[src/rtl/inst_prefetch_queue.sv]
// Instruction prefetch queue: drives the sram0 address and buffers {pc, instr} pairs.
// The oldest entry is presented to the fetch stage, and a redirect flushes the queue.
module inst_prefetch_queue #(
   parameter int unsigned ADDR_WIDTH = 16,
   parameter int unsigned DATA_WIDTH = 16,
   parameter int unsigned DEPTH = 4,
   parameter logic [ADDR_WIDTH-1:0] RESET_PC = '0
) (
   input  logic                      clk,
   input  logic                      reset_n,
   output logic [ADDR_WIDTH-1:0]     mem_addr,
   input  logic [DATA_WIDTH-1:0]     mem_data,
   input  logic                      fetch_en,
   input  logic                      redirect,
   input  logic [ADDR_WIDTH-1:0]     redirect_pc,
   output logic                      inst_valid,
   input  logic                      inst_ready,
   output logic [DATA_WIDTH-1:0]     inst_out,
   output logic [ADDR_WIDTH-1:0]     inst_pc,
   output logic [$clog2(DEPTH):0]    count
);

   localparam int unsigned PTR_W = $clog2(DEPTH);
   localparam int unsigned CNT_W = PTR_W + 1;

   logic [ADDR_WIDTH-1:0] fetch_pc;
   logic [PTR_W-1:0]      rd_ptr;
   logic [PTR_W-1:0]      wr_ptr;
   logic [CNT_W-1:0]      cnt;
   logic [ADDR_WIDTH-1:0] q_pc   [DEPTH];
   logic [DATA_WIDTH-1:0] q_inst [DEPTH];
   logic                  not_empty;
   logic                  pop;
   logic                  push;

   assign not_empty = (cnt != '0);
   assign pop       = not_empty & inst_ready;
   // A full queue still accepts a push when the head leaves in the same cycle.
   assign push      = fetch_en & ~redirect & ((cnt < CNT_W'(DEPTH)) | pop);

   always_ff @(posedge clk or negedge reset_n) begin
      if (!reset_n) begin
         fetch_pc <= RESET_PC;
         rd_ptr   <= '0;
         wr_ptr   <= '0;
         cnt      <= '0;
         for (int unsigned i = 0; i < DEPTH; i++) begin
            q_pc[i]   <= '0;
            q_inst[i] <= '0;
         end
      end else if (redirect) begin
         fetch_pc <= redirect_pc;
         rd_ptr   <= '0;
         wr_ptr   <= '0;
         cnt      <= '0;
      end else begin
         if (push) begin
            q_pc[wr_ptr]   <= fetch_pc;
            q_inst[wr_ptr] <= mem_data;
            wr_ptr         <= wr_ptr + PTR_W'(1);
            fetch_pc       <= fetch_pc + ADDR_WIDTH'(1);
         end
         if (pop) begin
            rd_ptr <= rd_ptr + PTR_W'(1);
         end
         case ({push, pop})
            2'b10:   cnt <= cnt + CNT_W'(1);
            2'b01:   cnt <= cnt - CNT_W'(1);
            default: cnt <= cnt;
         endcase
      end
   end

   assign mem_addr   = fetch_pc;
   assign inst_valid = not_empty;
   assign inst_out   = not_empty ? q_inst[rd_ptr] : '0;
   assign inst_pc    = not_empty ? q_pc[rd_ptr]   : '0;
   assign count      = cnt;

endmodule

[config.mk]
export PLATFORM = sky130hd
export DESIGN_NAME = inst_prefetch_queue
export DESIGN_NICKNAME = d
export VERILOG_FILES = /design/src/rtl/inst_prefetch_queue.sv
export SDC_FILE = /design/constraint.sdc
export NUM_CORES = 1
export LEC_CHECK = 0
export BUFFER_PORTS_ARGS = -buffer_cell sky130_fd_sc_hd__clkbuf_2
export CAP_MARGIN = 20
export CELL_PAD_IN_SITES_DETAIL_PLACEMENT = 1
export CELL_PAD_IN_SITES_GLOBAL_PLACEMENT = 2
export CORE_MARGIN = 2
export CORE_UTILIZATION = 35
export DETAILED_ROUTE_END_ITERATION = 8
export GPL_TIMING_DRIVEN = 1
export PLACE_DENSITY_LB_ADDON = 0.1
export SLEW_MARGIN = 20
export SYNTH_ARGS = -nofsm -noshare
export SYNTH_HDL_FRONTEND = slang
export SYNTH_SLANG_ARGS = --single-unit
[constraint.sdc]
create_clock -name clk -period 3.8 [get_ports clk]
set_clock_uncertainty 0.1 [all_clocks]
set_input_delay 0.76 -clock clk [delete_from_list [all_inputs] [get_ports clk]]
set_output_delay 0.76 -clock clk [all_outputs]
set_load 0.03 [all_outputs]
# [Word level (Yosys, flattened, before mapping)]
# Cells that the tools add are included.
[word_totals] reg_bits=151 output_inout_bits=52 word_cells=56
[op_classes] n_addsub=5 magnitude_cmp=4 n_eq_ne=2 mux=20 n_bitwise=7 n_reduce_logical=6
[op_table] operator="2-to-1 mux 16 bit" n=9
[op_table] operator="bitwise mux 64 bit" n=2
[op_table] operator="binary-select mux 16 bit (select 2 bit)" n=2
[op_table] operator="demux 16 bit (select 2 bit)" n=1
[op_table] operator="adder 16 x 1 -> 16 bit, second input constant" n=1
[op_table] operator="2-to-1 mux 2 bit" n=4
[op_table] operator=">= comparator 3 bit, second input constant" n=2
[op_table] operator="NOT 2 -> 3 bit" n=2
[op_table] operator="one-hot mux 3 bit (2 select lines)" n=1
[op_table] operator="nonzero test 3 bit" n=2
[op_table] operator="adder 2 x 1 -> 2 bit, second input constant" n=2
[op_table] operator="nonzero test 2 bit" n=2
[op_table] operator="adder 3 x 1 -> 3 bit, second input constant" n=1
[op_table] operator="AND 1 bit" n=3
[op_table] operator="< comparator 3 x 1 -> 1 bit, second input constant" n=1
[op_table] operator="< comparator 3 bit, second input constant" n=1
[op_table] operator="2-to-1 mux 3 bit" n=1
[op_table] operator="subtractor 3 x 1 -> 3 bit, second input constant" n=1
[op_table] operator="equality test 2 x 1 -> 1 bit, second input constant" n=1
[op_table] operator="equality test 2 bit, second input constant" n=1
[op_table] operator="AND reduction 2 bit" n=1
[op_table] operator="logical AND 1 bit" n=1
[op_table] operator="NOT 1 bit" n=1
[op_table] operator="bitwise OR 1 bit" n=1

# [Depth between registers and ports, before layout]
# Gate-level depths: netlist (run 1).
[logic_depth] word_depth=7 depth_mapped=9 ltp_nobuf=8

# [Least setup slack after synthesis (run 1)]
# No wires, ideal clock.
[synth_timing] kind="in2reg" startpoint="in fetch_en" endpoint="reg cnt[2] (netlist: count[2])" setup_ns=0.082 t_arrival_ns=2.373 required_time_ns=3.618 slack_ns=1.244 stages=6 n_path_buf=0 path_cell_list="inv_1 nor3_4 nor2_1 fa_1 or4_1 a31oi_1"
[synth_via] elab_chain_cells=5 word_cells_on_any_way=7 classes_between="eq/ne: 2; mux: 2; bitwise: 2; reduce/logical: 1"
[synth_rtl] element="from (decl)" line="13" rtl="input logic fetch_en,"
[synth_rtl] element="AND 1 bit (*) (2 in a row)" line="39" rtl="assign push = fetch_en & ~redirect & ((cnt < CNT_W'(DEPTH)) | pop);"
[synth_rtl] element="equality test 2 x 1 -> 1 bit / equality test 2 bit (equally long branches)" line="66" rtl="case ({push, pop})"
[synth_rtl] element="one-hot mux 3 bit (2 select lines)" line="66"
[synth_rtl] element="2-to-1 mux 3 bit" line="51" rtl="end else if (redirect) begin"
[synth_rtl] element="to (signal assigned)" line="67" rtl="2'b10: cnt <= cnt + CNT_W'(1);"
[synth_rtl] element="to (signal assigned)" line="68" rtl="2'b01: cnt <= cnt - CNT_W'(1);"
[synth_rtl] element="to (signal assigned)" line="69" rtl="default: cnt <= cnt;"
[synth_rtl] element="to (decl)" line="29" rtl="logic [CNT_W-1:0] cnt;"
# Mark *: on every way between the ends. The rest lies on a longest branch, timed or not.
# A chain may end at the register's enable or synchronous reset.

# [Worst setup path in the final report (run 1)]
[layout_timing] startpoint="reg rd_ptr[0]" endpoint="out inst_out[1]"
[layout_via] elab_chain_cells=5
[layout_rtl] element="from (decl)" line="27" rtl="logic [PTR_W-1:0] rd_ptr;"
[layout_rtl] element="from (signal assigned)" line="64" rtl="rd_ptr <= rd_ptr + PTR_W'(1);"
[layout_rtl] element="NOT 2 -> 3 bit (not written as such)" line="76" rtl="assign inst_out = not_empty ? q_inst[rd_ptr] : '0;"
[layout_rtl] element="binary-select mux 16 bit (select 2 bit)" line="76"
[layout_rtl] element="2-to-1 mux 16 bit (not written as such) (2 in a row)" line="76"
[layout_rtl] element="2-to-1 mux 16 bit" line="76"
[layout_rtl] element="to (decl)" line="18" rtl="output logic [DATA_WIDTH-1:0] inst_out,"
# Every way passes these cells. The select of a mux whose other input is x is not followed.

==> results of run 1 <==
[worst paths after layout]
check	startpoint	end	slack, ns	cells after the start
min in group clk	q_pc[53]$_DFFE_PN0P_	q_pc[53]$_DFFE_PN0P_	0.39	1
setup / recovery	rd_ptr[0]$_DFFE_PN0P_	inst_out[1]	0.70	4
max in group asynchronous	reset_n	q_pc[26]$_DFFE_PN0P_	2.49	2
hold reg to reg	q_pc[53]$_DFFE_PN0P_	q_pc[53]$_DFFE_PN0P_	0.39	1
setup reg to reg	count[0]$_DFFE_PN0P_	count[2]$_DFFE_PN0P_	1.11	7
hold / removal	reset_n	q_inst[19]$_DFFE_PN0P_	0.28	1
[routing by layer]
layer | up-vias | track usage
met5 | - | 0
met2 | 86 | 0.2907
met1 | 2372 | 0.2165
li1 | 2019 | -
met4 | 0 | 0.05190
met3 | 18 | 0.03302
[report_power, final]
part | internal [uW] | leakage (uW) | total, uW | switching (uW)
Clock | 1120 | 0.000297 | 1820 | 694
Combinational | 1230 | 0.00165 | 2550 | 1320
Sequential | 2220 | 0.00188 | 2610 | 393
[sequential cells by signal, indices dropped and copies added, names as in the netlist]
signal    cells
wr_ptr        2
rd_ptr        2
q_inst       64
q_pc         64
count         3
mem_addr     16
[cell usage in the layout, fill, tap and decap left out, types with 5 or more instances in the layout]
cell       instances
nor2_1            14
mux4_2            32
dfrtp_1          149
inv_1              6
clkbuf_16         17
nand3_1            9
mux2_1             9
xor2_1             6
a31oi_1            7
nor3_1             5
and2_1            34
ha_1               5
mux2_2           120
clkbuf_2          87
nand2_1           18
o21ai_0            9
[final cells by class]
cell class                 count  area, um2  share of cell area
sequential                   151       3781              0.4440
multi-input combinational    318       3201              0.3758
timing repair buffer          95      536.8             0.06303
clock buffer                  19      442.9             0.05201
tap                          270      337.8             0.03967
clock inverter                13      193.9             0.02277
inverter                       6      22.52            0.002645
[cell families (layout without fill, tap and decap cells)]
logic type	Yosys count	in the layout	synth area share
mux	164	164	0.3041
flops	151	151	0.5215
simple gates	110	110	0.09031
buf+inv	44	133	0.03678
compound gates	28	28	0.02383
xor+xnor	10	10	0.01209
fa+ha+maj	6	6	0.01140
[per-stage QoR]
step	area (um2)	worst slack [ns]	power, uW	util
2_1_floorplan	7246	1.244	4478	-
6_report	8516	0.6962	6985	0.4195
3_5_place_dp	7879	0.8048	5252	0.3881
4_1_cts	8516	0.6440	7109	0.4195
3_3_place_gp	7879	0.8943	5149	0.3881
5_1_grt	8516	0.5640	7400	0.4195
[worst max-delay path, delay by kind of cell, from the launching register on]
| kind | cells | cell delay (ns) |
|---|---|---|
| flip-flops | 1 | 0.59 |
| multiplexers | 1 | 0.56 |
| buffers and inverters | 2 | 0.50 |
| AND/OR/NAND/NOR | 1 | 0.18 |
==> flow_summary.json, run 1 <==
{
  "outcome": "complete, no violations",
  "cts_sinks": 151,
  "setup_violations": 0,
  "wl_met2_mm": 8.735,
  "ys_top_cells_by_count": "dfrtp_1, mux2_2, and2_1, mux4_2, nand2_1",
  "fp.coreArea_mm2": 0.02030,
  "dieArea_mm2": 0.02187,
  "postSynthCellCount": 513,
  "portBuffers": 88,
  "die-height_um": 147.9,
  "groute.usage.overall": 0.1689,
  "clk_pin_slew_ns": 0.06,
  "cp_data_required_time_ns": 2.94,
  "path_cells": "buf_4, mux4_2, and2_1, clkbuf_2",
  "fin_crit_sh": 0.8168,
  "netlist_top_cells_area": "dfrtp_1, mux2_2, mux4_2",
  "nets": 632,
  "path_max_fanout": 9,
  "post-cts-setup-buffers": 0,
  "cts_hold_buf": 0,
  "clk_path_buf_depth": 2,
  "tritoncts": "built",
  "fin_crit_ns": 3.104,
  "antennaDiodeCount": 0,
  "hpwl_mm": 10.88,
  "wl_met1_mm": 7.790,
  "dp.cells": 840,
  "p_per_area_mw_per_mm2": 820.2,
  "gp_congestion": 0.7215,
  "cp-end-kind": "primary output",
  "io_pins": 89,
  "synth.avg_cell_area_um2": 14.12,
  "root_buffer": "clkbuf_16",
  "cp-start-kind": "flip-flop",
  "synth-seq-cells": 151,
  "grt-ovfl-total": 0,
  "worstSetupPathType": "reg2out",
  "drcViolationCount": 0,
  "drt_iter0_drc": 126,
  "tns_ns": 0,
  "hold_violations": 0,
  "clock_latency_ns": 0.42,
  "fillCellCount": 2141,
  "fp-row-count": 52,
  "relSlewSlack": 0.4542,
  "syn_nets": 556,
  "postRouteAntennaNets": 0,
  "cts_max_level": 4,
  "cts_resized": 0,
  "p_leak_uw": 0.003835,
  "fmax_mhz": 322.2,
  "start_util": 0.3569,
  "grt_max_degree": 84,
  "wl_mm": 17.32,
  "num_vias": 4495,
  "cp_slowest_cell": "dfrtp_2",
  "route.met3.wl_um": 517,
  "synth_warnings": 0,
  "synthMostInstantiatedCell": "dfrtp_1",
  "fin_cells": 872,
  "layout-drive-gt1-share": 0.4817,
  "async_reset_ff_frac": 1.000,
  "syn_to_final_growth_pct": 17.53,
  "hold_slack_ns": 0.2799,
  "firstDrtPassIters": 4,
  "final_max_slew_viol_count": 0,
  "cap_violations": 0,
  "synth_edf_count": 0,
  "antenna_found_initial": 0,
  "cp.arrival_ns": 2.24,
  "worstMarginPinSlew_ns": 0.8188,
  "top_layer": "met4",
  "grt_first_pass_wirelength_mm": 27.94,
  "critPathMaxStageDelay_ns": 0.59,
  "synth_area_leader_cell": "dfrtp_1",
  "cts_made_buffers": 17,
  "netlist.area_leader.share": 0.5215,
  "hp-class": "in2async",
  "synth_top_flop_cell": "dfrtp_1",
  "synth.distinct_cells": 43,
  "seq_area_frac_synth": 0.5215,
  "rsz0062_at_grt": "false",
  "die_w_um": 147.9,
  "routedWlPerCell_um": 19.86,
  "vias_per_cell": 5.155,
  "first_global_vias": 5040,
  "ir_drop_v": 0.0003073,
  "netlist_area_mm2": 0.007246
}
Power figures use the tool's default switching activity.
==> inputs of run 2 (changes only) <==
Clock period 3.8 ns to 3.3 ns, I/O delays scaled along.
==> run 2 against run 1 <==
  * Largest power group unchanged
  * Power increased by 16%
  * Die area unchanged
  * Global-route usage barely moved
  * Highest routed layer unchanged
  * Worst setup slack worse by 0.28 ns
  * Via count fell by 0.73%
==> flow_summary.json, run 2 (same netlist as run 1, synthesis figures left out) <==
{
  "gp_congestion": 0.7116,
  "utilization": 0.4209,
  "layout_common_cells": "dfrtp_1, mux2_2, clkbuf_2, and2_1, mux4_2",
  "hpwl_mm": 10.93,
  "critPathMaxStageDelay_ns": 0.68,
  "num_vias": 4462,
  "tritoncts": "built",
  "cts_sinks": 151,
  "die-height_um": 147.9,
  "antennaDiodeCount": 0,
  "globalRoute.busiestLayer": "met2",
  "worstMarginPinSlew_ns": 0.7312,
  "setup_violations": 0,
  "drt_iter0_drc": 113,
  "path_delay_family": "flip-flops",
  "grt-ovfl-total": 0,
  "layout-drive-gt1-share": 0.4834,
  "cts_max_level": 4,
  "final_max_slew_viol_count": 0,
  "post-cts-setup-buffers": 0,
  "path_max_fanout": 18,
  "groute.usage.overall": 0.1688,
  "clk_path_buf_depth": 2,
  "portBuffers": 88,
  "fp-row-count": 52,
  "grt_max_degree": 78,
  "die_w_um": 147.9,
  "cts_hold_buf": 0,
  "cp_data_required_time_ns": 2.54,
  "first_global_vias": 5012,
  "outcome": "complete, no violations",
  "routedWlPerCell_um": 19.66,
  "cts_made_buffers": 17,
  "firstDrtPassIters": 4,
  "clk_pin_slew_ns": 0.06,
  "cp-end-kind": "primary output",
  "cp.arrival_ns": 2.12,
  "antenna_found_initial": 0,
  "relSlewSlack": 0.5125,
  "layout_commonest_cell": "dfrtp_1",
  "io_pins": 89,
  "fp.coreArea_mm2": 0.02030,
  "fin_cells": 874,
  "use_met1": 0.2286,
  "nets": 635,
  "worstSetupPathType": "reg2out",
  "fin_crit_ns": 2.883,
  "clock_latency_ns": 0.43,
  "fmax_mhz": 346.9,
  "vias_per_cell": 5.105,
  "grt_util_met3": 0.04074,
  "p_per_area_mw_per_mm2": 945.4,
  "dieArea_mm2": 0.02187,
  "drcViolationCount": 0,
  "total_power_uw": 8078,
  "hold_violations": 0,
  "grt_first_pass_wirelength_mm": 27.99,
  "start_util": 0.3569,
  "syn_to_final_growth_pct": 17.92,
  "postRouteAntennaNets": 0,
  "root_buffer": "clkbuf_16",
  "tns_ns": 0,
  "hp-class": "in2async",
  "cts_resized": 0,
  "dp.cells": 843,
  "cp_slowest_cell": "dfrtp_2",
  "cap_violations": 0,
  "crit_buf_inv": 2,
  "rsz0062_at_grt": "false",
  "p_leak_uw": 0.003859,
  "grtUsageMet2": 0.2742,
  "fin_crit_sh": 0.8736,
  "path_cells": "buf_4, mux4_2, and2_1, clkbuf_2",
  "wl_mm": 17.18,
  "ir_drop_v": 0.0003786,
  "cp-start-kind": "flip-flop"
}
run 2: cell count changes in the layout (fill, tap and decap cells not counted), sizes merged:
cell,previous run,this run
clkinv,2,3
bufinv,4,5
inv,9,7
clkinvlp,4,3
buf,8,11
run 2: power by group:
part | internal, uW | switching, uW | total, uW
registers | 2560 | 428 | 2990
clock network | 1360 | 763 | 2120
logic | 1440 | 1540 | 2970
total | 5350 | 2730 | 8080
run 2: layout make-up:
type,instances,area (um2)
clock buffers,19,442.9
clock inverters,12,200.2
fillers,2121,11760
inverters,6,22.52
multi-input cells,318,3201
flip-flops and latches,151,3781
well taps,270,337.8
repair buffers,98,559.3
run 2: through the flow:
| step | instance area [um2] | worst slack [ns] | hold WS (ns) |
|---|---|---|---|
| 4_1_cts | 8544 | 0.3424 | 0.1931 |
| 5_1_grt | 8544 | 0.2866 | 0.2085 |
| 3_5_place_dp | 7901 | 0.7681 | 0.3799 |
| 3_3_place_gp | 7901 | 0.8242 | 0.3719 |
| 2_1_floorplan | 7246 | 0.8018 | 0.2644 |
| 6_report | 8544 | 0.4172 | 0.1549 |
run 2: layer usage:
metal / wire [um] / up-vias / share of wire
met5: 0 / - / 0
met1: 8073 / 2338 / 0.47
met4: 187 / 0 / 0.011
met3: 594 / 16 / 0.035
li1: - / 2021 / -
met2: 8326 / 87 / 0.48
run 2: worst paths after layout:
path | start | endpoint | slack [ns] | cells past startpoint
max | rd_ptr[1]$_DFFE_PN0P_ | inst_pc[5] | 0.42 | 4
max in group asynchronous | reset_n | q_inst[60]$_DFFE_PN0P_ | 2.18 | 2
min in group clk | redirect_pc[5] | mem_addr[5]$_DFFE_PN0P_ | 0.34 | 3
min | reset_n | q_inst[32]$_DFFE_PN0P_ | 0.15 | 1
max reg2reg | count[0]$_DFFE_PN0P_ | count[2]$_DFFE_PN0P_ | 0.95 | 6
min reg2reg | q_pc[2]$_DFFE_PN0P_ | q_pc[2]$_DFFE_PN0P_ | 0.39 | 1
